<file path="src/rtl/transpose_pkg.sv">
// Shared definitions for the matrix-transpose datapath: element type and the
// XOR-diagonal switch-control helper used by the feeder and the downstream store.
package transpose_pkg;

    localparam int ELEM_W       = 64;
    localparam int MAX_SWITCHES = 64;

    typedef logic [ELEM_W-1:0] element_t;

    // Stage 'stage' swaps pairs differing in index bit (num_stages-1-stage), so its
    // switches all follow that bit of the row index.
    function automatic logic [MAX_SWITCHES-1:0] xor_ctrl(input logic [31:0] row,
                                                         input int          stage,
                                                         input int          num_stages);
        logic [4:0] idx;
        idx = 5'(num_stages - 1 - stage);
        return {MAX_SWITCHES{row[idx]}};
    endfunction

endpackage

</file>
<file path="src/rtl/butterfly_feeder.sv">
// Gathers LANES-wide beats into NUM_INPUTS-element rows, tags each row with its
// index and issues it with XOR-diagonal switch controls into the butterfly network.
module butterfly_feeder
    import transpose_pkg::*;
#(
    parameter int DATA_WIDTH = 64,
    parameter int NUM_INPUTS = 16,
    parameter int LANES      = 4
) (
    input  logic                          clk,
    input  logic                          rst,
    input  logic                          s_val,
    output logic                          s_rdy,
    input  logic [DATA_WIDTH-1:0]         s_data       [0:LANES-1],
    input  logic                          s_last,
    input  logic                          stall,
    output logic                          out_val,
    output logic [DATA_WIDTH-1:0]         out_elements [0:NUM_INPUTS-1],
    output logic [NUM_INPUTS/2-1:0]       out_ctrl     [0:$clog2(NUM_INPUTS)-1],
    output logic [$clog2(NUM_INPUTS)-1:0] out_row,
    output logic                          out_last
);

    localparam int NUM_STAGES   = $clog2(NUM_INPUTS);
    localparam int NUM_SWITCHES = NUM_INPUTS / 2;
    localparam int BEATS        = NUM_INPUTS / LANES;
    localparam int BEAT_W       = (BEATS > 1) ? $clog2(BEATS) : 1;

    typedef enum logic {FILL, HOLD} state_t;

    state_t                  state_q, state_d;
    logic [BEAT_W-1:0]       beat_cnt_q, beat_cnt_d;
    logic [NUM_STAGES-1:0]   row_cnt_q, row_cnt_d;
    logic                    last_pend_q, last_pend_d;
    logic [DATA_WIDTH-1:0]   buf_q [0:NUM_INPUTS-1];
    logic [DATA_WIDTH-1:0]   buf_d [0:NUM_INPUTS-1];
    logic [DATA_WIDTH-1:0]   row_w [0:NUM_INPUTS-1];

    logic                    out_val_q, out_val_d;
    logic                    out_last_q, out_last_d;
    logic [NUM_STAGES-1:0]   out_row_q, out_row_d;
    logic [DATA_WIDTH-1:0]   out_elements_q [0:NUM_INPUTS-1];
    logic [DATA_WIDTH-1:0]   out_elements_d [0:NUM_INPUTS-1];
    logic [NUM_SWITCHES-1:0] out_ctrl_q [0:NUM_STAGES-1];
    logic [NUM_SWITCHES-1:0] out_ctrl_d [0:NUM_STAGES-1];

    logic accept;
    logic row_done;
    logic issue;
    logic issue_last;

    // State register
    always_ff @(posedge clk or posedge rst) begin
        if (rst) begin
            state_q <= FILL;
        end else begin
            state_q <= state_d;
        end
    end

    // Next-state logic; stall only matters once a row is complete
    always_comb begin
        state_d = state_q;
        case (state_q)
            FILL: if (row_done && stall) state_d = HOLD;
            HOLD: if (!stall)            state_d = FILL;
            default: state_d = FILL;
        endcase
    end

    // Output / control decode
    always_comb begin
        s_rdy      = (state_q == FILL) && !rst;
        accept     = s_val && s_rdy;
        row_done   = accept && ((beat_cnt_q == BEAT_W'(BEATS - 1)) || s_last);
        issue      = (state_q == FILL) ? (row_done && !stall) : !stall;
        issue_last = (state_q == HOLD) ? last_pend_q : s_last;
    end

    // Gather datapath: the current beat merged into the buffer forms the row
    always_comb begin
        for (int s = 0; s < NUM_INPUTS; s++) begin
            row_w[s] = buf_q[s];
            if (accept && ((s / LANES) == int'(beat_cnt_q))) begin
                row_w[s] = s_data[s % LANES];
            end
        end

        for (int s = 0; s < NUM_INPUTS; s++) begin
            buf_d[s] = issue ? '0 : row_w[s];
        end

        beat_cnt_d = beat_cnt_q;
        if (row_done) begin
            beat_cnt_d = '0;
        end else if (accept) begin
            beat_cnt_d = beat_cnt_q + 1'b1;
        end

        last_pend_d = last_pend_q;
        if (issue) begin
            last_pend_d = 1'b0;
        end else if (row_done) begin
            last_pend_d = s_last;
        end
    end

    // Issue registers; row payload and controls hold between pulses
    always_comb begin
        out_val_d      = issue;
        out_last_d     = issue && ((row_cnt_q == NUM_STAGES'(NUM_INPUTS - 1)) || issue_last);
        out_row_d      = out_row_q;
        out_elements_d = out_elements_q;
        out_ctrl_d     = out_ctrl_q;
        row_cnt_d      = row_cnt_q;
        if (issue) begin
            out_row_d      = row_cnt_q;
            out_elements_d = row_w;
            for (int i = 0; i < NUM_STAGES; i++) begin
                out_ctrl_d[i] = NUM_SWITCHES'(xor_ctrl(32'(row_cnt_q), i, NUM_STAGES));
            end
            row_cnt_d = out_last_d ? '0 : row_cnt_q + 1'b1;
        end
    end

    always_ff @(posedge clk or posedge rst) begin
        if (rst) begin
            beat_cnt_q  <= '0;
            row_cnt_q   <= '0;
            last_pend_q <= 1'b0;
            out_val_q   <= 1'b0;
            out_last_q  <= 1'b0;
            out_row_q   <= '0;
            for (int s = 0; s < NUM_INPUTS; s++) begin
                buf_q[s]          <= '0;
                out_elements_q[s] <= '0;
            end
            for (int i = 0; i < NUM_STAGES; i++) begin
                out_ctrl_q[i] <= '0;
            end
        end else begin
            beat_cnt_q     <= beat_cnt_d;
            row_cnt_q      <= row_cnt_d;
            last_pend_q    <= last_pend_d;
            out_val_q      <= out_val_d;
            out_last_q     <= out_last_d;
            out_row_q      <= out_row_d;
            buf_q          <= buf_d;
            out_elements_q <= out_elements_d;
            out_ctrl_q     <= out_ctrl_d;
        end
    end

    assign out_val      = out_val_q;
    assign out_last     = out_last_q;
    assign out_row      = out_row_q;
    assign out_elements = out_elements_q;
    assign out_ctrl     = out_ctrl_q;

endmodule

</file>
<file path="config.mk">
export PLATFORM = sky130hd
export DESIGN_NAME = butterfly_feeder
export DESIGN_NICKNAME = d
export VERILOG_FILES = /design/src/rtl/transpose_pkg.sv /design/src/rtl/butterfly_feeder.sv
export SDC_FILE = /design/constraint.sdc
export NUM_CORES = 2
export LEC_CHECK = 0
export ABC_AREA = 0
export CORE_MARGIN = 10
export CORE_UTILIZATION = 30
export CTS_CLUSTER_SIZE = 20
export DETAILED_ROUTE_END_ITERATION = 16
export HOLD_SLACK_MARGIN = 0.03
export PLACE_DENSITY_LB_ADDON = 0.1
export SYNTH_ARGS = -nofsm -noshare
export SYNTH_HDL_FRONTEND = slang
export SYNTH_SLANG_ARGS = --single-unit
</file>
<file path="constraint.sdc">
create_clock -name clk -period 69.2 [get_ports clk]
set_input_delay 6.92 -clock clk [delete_from_list [all_inputs] [get_ports clk]]
set_output_delay 6.92 -clock clk [all_outputs]
set_load 0.01 [all_outputs]
</file>
==> Yosys cells after proc, flatten, opt, wreduce, memory -nomap -nowiden <==
Cells that the tools add are included.
{ "classes": {"addsub": 2, "n_eq_ne": 5, "mux": 42, "bitwise": 1, "n_reduce_logical": 17} }
{ "ops": {"columns": ["op", "count"], "rows": [
  ["64-bit two-way mux", 32],
  ["1-bit logical AND", 10],
  ["1-bit two-way mux", 6],
  ["4-bit by 1-bit adder with 4-bit output, second input constant", 1],
  ["2-bit equality test, first input constant", 2],
  ["4-bit equality test, second input constant", 1],
  ["2-bit two-way mux", 2],
  ["4-bit two-way mux", 1],
  ["2-bit nonzero test", 2],
  ["2-bit by 1-bit adder with 2-bit output, second input constant", 1],
  ["1-bit by 2-bit equality test with 1-bit output, first input constant", 1],
  ["2-bit equality test, second input constant", 1],
  ["1-bit logical NOT", 2],
  ["2-bit logical NOT", 1],
  ["1-bit logical OR", 2],
  ["1-bit case mux with 2 select lines", 1],
  ["1-bit NOT", 1]
]} }
{ "word_totals": {"ff_bits": 2066, "inputBits": 261, "out_inout_bits": 1063, "elab_cells": 110} }

==> Depth between registers and ports, before layout <==
{ "logic_depth": {"depth_word": 8, "mapped_depth": 11, "mapped_depth_nobuf": 6} }

==> Worst setup path after synthesis <==
Ideal clock, no wire load.
{ "synth_path": {"path_kind": "input port to flip-flop", "startpoint": "input rst", "endpoint": "register out_elements_q, in the netlist out_elements[10]", "setup_ns": 0.125, "arrival_time_ns": 56.153, "required_ns": 69.075, "slack_ns": 12.922, "path_stages": 8, "path_buffers": 3, "path_cell_list": "inv_1 -> a31oi_1 -> or2_1 -> buf_4 -> buf_6 -> inv_2 -> buf_2 -> mux2_2"} }
{ "synth_via": {"elab_chain_cells": 6, "word_cells_on_any_way": 8, "cone_classes": "2 x mux; 6 x reduce/logical"} }
{ "synth_lines": {"columns": ["element", "line", "source"], "rows": [
  ["start: declaration", "butterfly_feeder.sv:11", "input logic rst,"],
  ["1-bit logical NOT (no source line) (*)", null, null],
  ["1-bit logical AND (*)", "butterfly_feeder.sv:73", "s_rdy = (state_q == FILL) && !rst;"],
  ["1-bit logical AND (*)", "butterfly_feeder.sv:74", "accept = s_val && s_rdy;"],
  ["1-bit logical AND", "butterfly_feeder.sv:75", "row_done = accept && ((beat_cnt_q == BEAT_W'(BEATS - 1)) || s_last);"],
  ["1-bit logical AND", "butterfly_feeder.sv:76", "issue = (state_q == FILL) ? (row_done && !stall) : !stall;"],
  ["1-bit two-way mux", "butterfly_feeder.sv:76", null],
  ["end signal: assignment", "butterfly_feeder.sv:149", "out_elements_q <= out_elements_d;"],
  ["end: declaration", "butterfly_feeder.sv:42", "logic [DATA_WIDTH-1:0] out_elements_q [0:NUM_INPUTS-1];"]
]} }
Every way passes the cells marked *; elsewhere a longest branch is shown, timed or not.
A chain may end at the register's enable or synchronous reset.

==> Final worst setup path <==
{ "layout_path": {"startpoint": "input rst", "endpoint": "output s_rdy"} }
{ "layout_via": {"elab_chain_cells": 2} }
{ "layout_lines": {"columns": ["element", "line", "source"], "rows": [
  ["1-bit logical NOT (no source line)", null, null],
  ["1-bit logical AND", "butterfly_feeder.sv:73", null],
  ["end: declaration", "butterfly_feeder.sv:13", "output logic s_rdy,"]
]} }
No other way between the ends.

==> results by stage <==
STA:
- Setup repair after global routing left no endpoint under its margin.
- The hold violation count in the final report was 0.
- The actual transition at the worst max-transition pin is 1.21 ns.
- The setup slack of the critical path after layout is 53.42 ns.
- The final-layout setup total negative slack is 0 ns.
- The final max-slew violation count came to 0.
- Across the routed clock network, the largest skew measured is approximately 0.071 ns.
- The final worst-path cycle share is 22.8%.
- The setup-violating endpoint count in the final report is 0.
- For this run, the top clock speed supported by timing is about 63 MHz.
- The clock period could shrink to 15.78 ns.
- Headroom to the max-slew limit came out at 19.1%.

Logic synthesis:
- sky130_fd_sc_hd__dfrtp_1 takes more of the synthesized area than any other cell.
- Summing the areas of all xor and xnor instances in the mapped netlist gives 0% of the synthesized area.
- The combined area of all synthesized cells is slightly below 80000 sq um.
- By area, the combinational part of the netlist is dominated by multiplexers.
- The proportion of synthesized area in mux cells is 13.8%.
- The synthesized design contains 2062 register bits.
- By count the netlist is led by sky130_fd_sc_hd__dfrtp_1 (2062), sky130_fd_sc_hd__o21ai_0 (1936), sky130_fd_sc_hd__nor2_1 (975), sky130_fd_sc_hd__mux2i_1 (970), sky130_fd_sc_hd__clkbuf_1 (325).
- In this run the biggest area consumer among cell types represents 65.0% of the synthesized area.
- The unique cell type count in the Yosys netlist is 32.
- In this run, synthesis inferred 0 flip-flops with an integrated enable.
- The arithmetic-cell share of the synthesized area counting full adders, half adders and majority gates is less than 1%.
- Synthesis handed over a netlist of just under 7000 instances.
- The post-synth net total is 7008.
- The average instance in the mapped netlist occupies 11.8 sq um.
- Summing the areas of all compound-gate instances in the mapped netlist gives 12.3% of the synthesized area.
- Of all flip-flops after synthesis, the portion carrying an async set or reset was 100%.
- The dominant cell by count in the synthesized netlist is sky130_fd_sc_hd__dfrtp_1.
- The Yosys step of the flow raised 0 warnings.
- After synthesis, the cell types taking the most area are sky130_fd_sc_hd__dfrtp_1 (65%), sky130_fd_sc_hd__mux2i_1 (12%), sky130_fd_sc_hd__o21ai_0 (12%).
- After Yosys synthesis, and, or, nand and nor cells account for 5.14% of the synthesized area.
- The fraction of the yosys area taken by sequential cells is approximately two thirds.
- The main flop type after synthesis is sky130_fd_sc_hd__dfrtp_1.

Clock tree:
- Counting every sink on the clock net gives 2062.
- The post-cts repair resize count is 0.
- The number of buffers inserted by hold repair at cts is 0.
- The clock-pin slew on the worst setup and hold paths is about 0.060 ns.
- After clock tree synthesis, the setup repair step added 0 buffers.
- For the worst-skew pair, the clock arrives at the later sink with an insertion delay of between 0.8 and 0.9 ns.
- The TritonCTS clock tree is done.
- The buffer depth of the longest clock path is 3.
- The tree is rooted in a sky130_fd_sc_hd__clkbuf_16.
- Counting the buffers created by CTS gives between 200 and 250.
- The CTS H-tree depth is 4.

GRT:
- For this run the aggregate overflow at the end of global routing stands at 0.
- The first global-routing pass estimated 445 mm of wire.
- Entering global routing, the biggest net connects 207 pins.
- The number of antenna violations at the first check in global routing was 51.
- For this run, the total global-route usage over all layers was measured as between 20% and 30%.
- The via count of the first global-routing pass is 58300.

Drt:
- For this block, the initial DRC count from the detailed router was around 3900.
- Before antenna repair, the detailed router went through 7 iterations.
- The average wire length per cell after detail routing is 26.7 um.
- The remaining antenna violation count is 0.
- The total via count after detailed routing is ~57000.
- After detailed routing, the number of vias per cell comes to 4.93.
- The wire length after detailed routing is 308 mm.
- After detailed routing, the number of remaining DRC violations is 0.

Hold path:
- The path type of the worst min-delay path is reg2reg.

Place:
- Input and output buffers added on the ports amount to about 1300.
- The half-perimeter wire length of the detailed placement result is 200 mm.
- The pre-CTS setup slack is 53.31 ns.
- The routability congestion estimate is 0.799.

Setup path:
- The worst-path maximum fanout is 3.
- The worst setup path is of the in2out kind.
- The arrival time of the worst setup path is 8.86 ns.
- STA puts the critical path data required time at 62.28 ns.
- The capturing element type of the critical path is an output port.
- STA classifies the critical path startpoint as an input pin.

Outcome:
- The flow ran to the end, and the final reports show no timing, DRC or antenna violations.

Die:
- The die covers 286000 sq um.
- 1324 I/O pins were placed.
- The floorplan has 188 rows.
- Measured along the y axis, the die boundary spans 534 um.
- The core footprint is 263000 sq um.
- For this configuration, the core starts out at a cell density of 30.2%.
- The floorplan die width is approximately 530 um.

Power and ir drop:
- Dividing total power by cell area gives a power density of 36.9 nW/um^2.
- VDD sags by at most between 0.02 and 0.025 mV.
- The standby leakage power is between 40 and 50 nW.

Final layout:
- In the final design database the tool counted 8058 nets.
- The area growth from synthesis to layout is 29.3%.
- The proportion of layout cells with a drive suffix above 1 is 6.84%.

Run:
- The tool flagged a number of max-cap violations equal to 0.
area by class of cell:
type | count | area, sq um
Fill cell | 25600 | 160000
Sequential cell | 2062 | 51600
Clock buffer | 365 | 6900
Antenna cell | 19 | 47.5
Inverter | 5 | 33.8
Multi-Input combinational cell | 4084 | 25000
Tap cell | 3515 | 4400
Timing Repair Buffer | 1411 | 14100
Clock inverter | 44 | 617
per-layer routing:
metal	vias to the layer above	part of all wire, %	global-route usage (%)
met1	29500	40	25.6
met5	-	0.090	0
li1	25300	-	-
met4	46	3.3	6.28
met2	1576	47	33.2
met3	402	9.5	8.52
sequential cells by signal (all words and copies together), names as in the netlist:
signal        cells
beat_cnt_q        2
buf_q          1024
last_pend_q       1
out_elements   1024
out_last          1
out_row           4
out_val           1
row_cnt_q         4
state_q           1
final timing paths:
kind / startpoint / cells past startpoint / end / slack (ns)
worst max-delay path: rst / 3 / s_rdy / 53.42
worst min-delay path: buf_q[967] / 2 / out_elements[967] / 0.50
worst max register to register: beat_cnt_q[1] / 9 / out_elements[251] / 63.11
worst min register to register: buf_q[967] / 2 / out_elements[967] / 0.50
max in group asynchronous: rst / 8 / buf_q[391] / 56.88
min in group asynchronous: rst / 2 / out_elements[873] / 7.03
stage by stage:
stage	cell area, sq um	instances	utilization (%)	power, mW	hold WS [ns]
floorplan	79400	6742	-	2.02	0.475
global placement	95100	11100	36.2	2.59	0.488
detailed placement	95100	11100	36.2	2.61	0.495
CTS	103000	11500	39.0	3.85	0.510
global route	103000	11500	39.1	4.00	0.523
finish	103000	11500	39.1	3.79	0.501
kinds of logic after synthesis:
family / Yosys count
flip-flops: 2062
adder cells (fa/ha/maj): 5
AND/OR/NAND/NOR: 1043
AO/OA/AOI/OAI: 1953
multiplexers: 1083
buffers and inverters: 596
power by group:
group	switching, mW	internal, mW
sequential	0.129	1.48
combinational	0.537	0.425
clock	0.511	0.706
layout by cell type (no fill, tap or decap), types with 5 or more instances in the layout:
cell and n:
sky130_fd_sc_hd__clkinv_16 5, sky130_fd_sc_hd__ha_1 5, sky130_fd_sc_hd__mux2i_1 970, sky130_fd_sc_hd__mux2_2 106
sky130_fd_sc_hd__and2_1 54, sky130_fd_sc_hd__clkbuf_16 228, sky130_fd_sc_hd__clkdlybuf4s50_1 1322, sky130_fd_sc_hd__dfrtp_1 2062
sky130_fd_sc_hd__o21ai_0 1936, sky130_fd_sc_hd__o21ai_1 8, sky130_fd_sc_hd__bufinv_16 7, sky130_fd_sc_hd__clkinv_2 22
sky130_fd_sc_hd__diode_2 19, sky130_fd_sc_hd__clkbuf_1 69, sky130_fd_sc_hd__buf_4 74, sky130_fd_sc_hd__clkinv_8 5
sky130_fd_sc_hd__nor2_1 975, sky130_fd_sc_hd__buf_12 14, sky130_fd_sc_hd__clkbuf_8 68, sky130_fd_sc_hd__mux2_1 7
worst max-delay path: stages:
cell and delay (ns):
sky130_fd_sc_hd__clkdlybuf4s50_1 0.76, sky130_fd_sc_hd__nor2_1 0.52, sky130_fd_sc_hd__clkdlybuf4s50_1 0.64
Power figures use the tool's default switching activity.
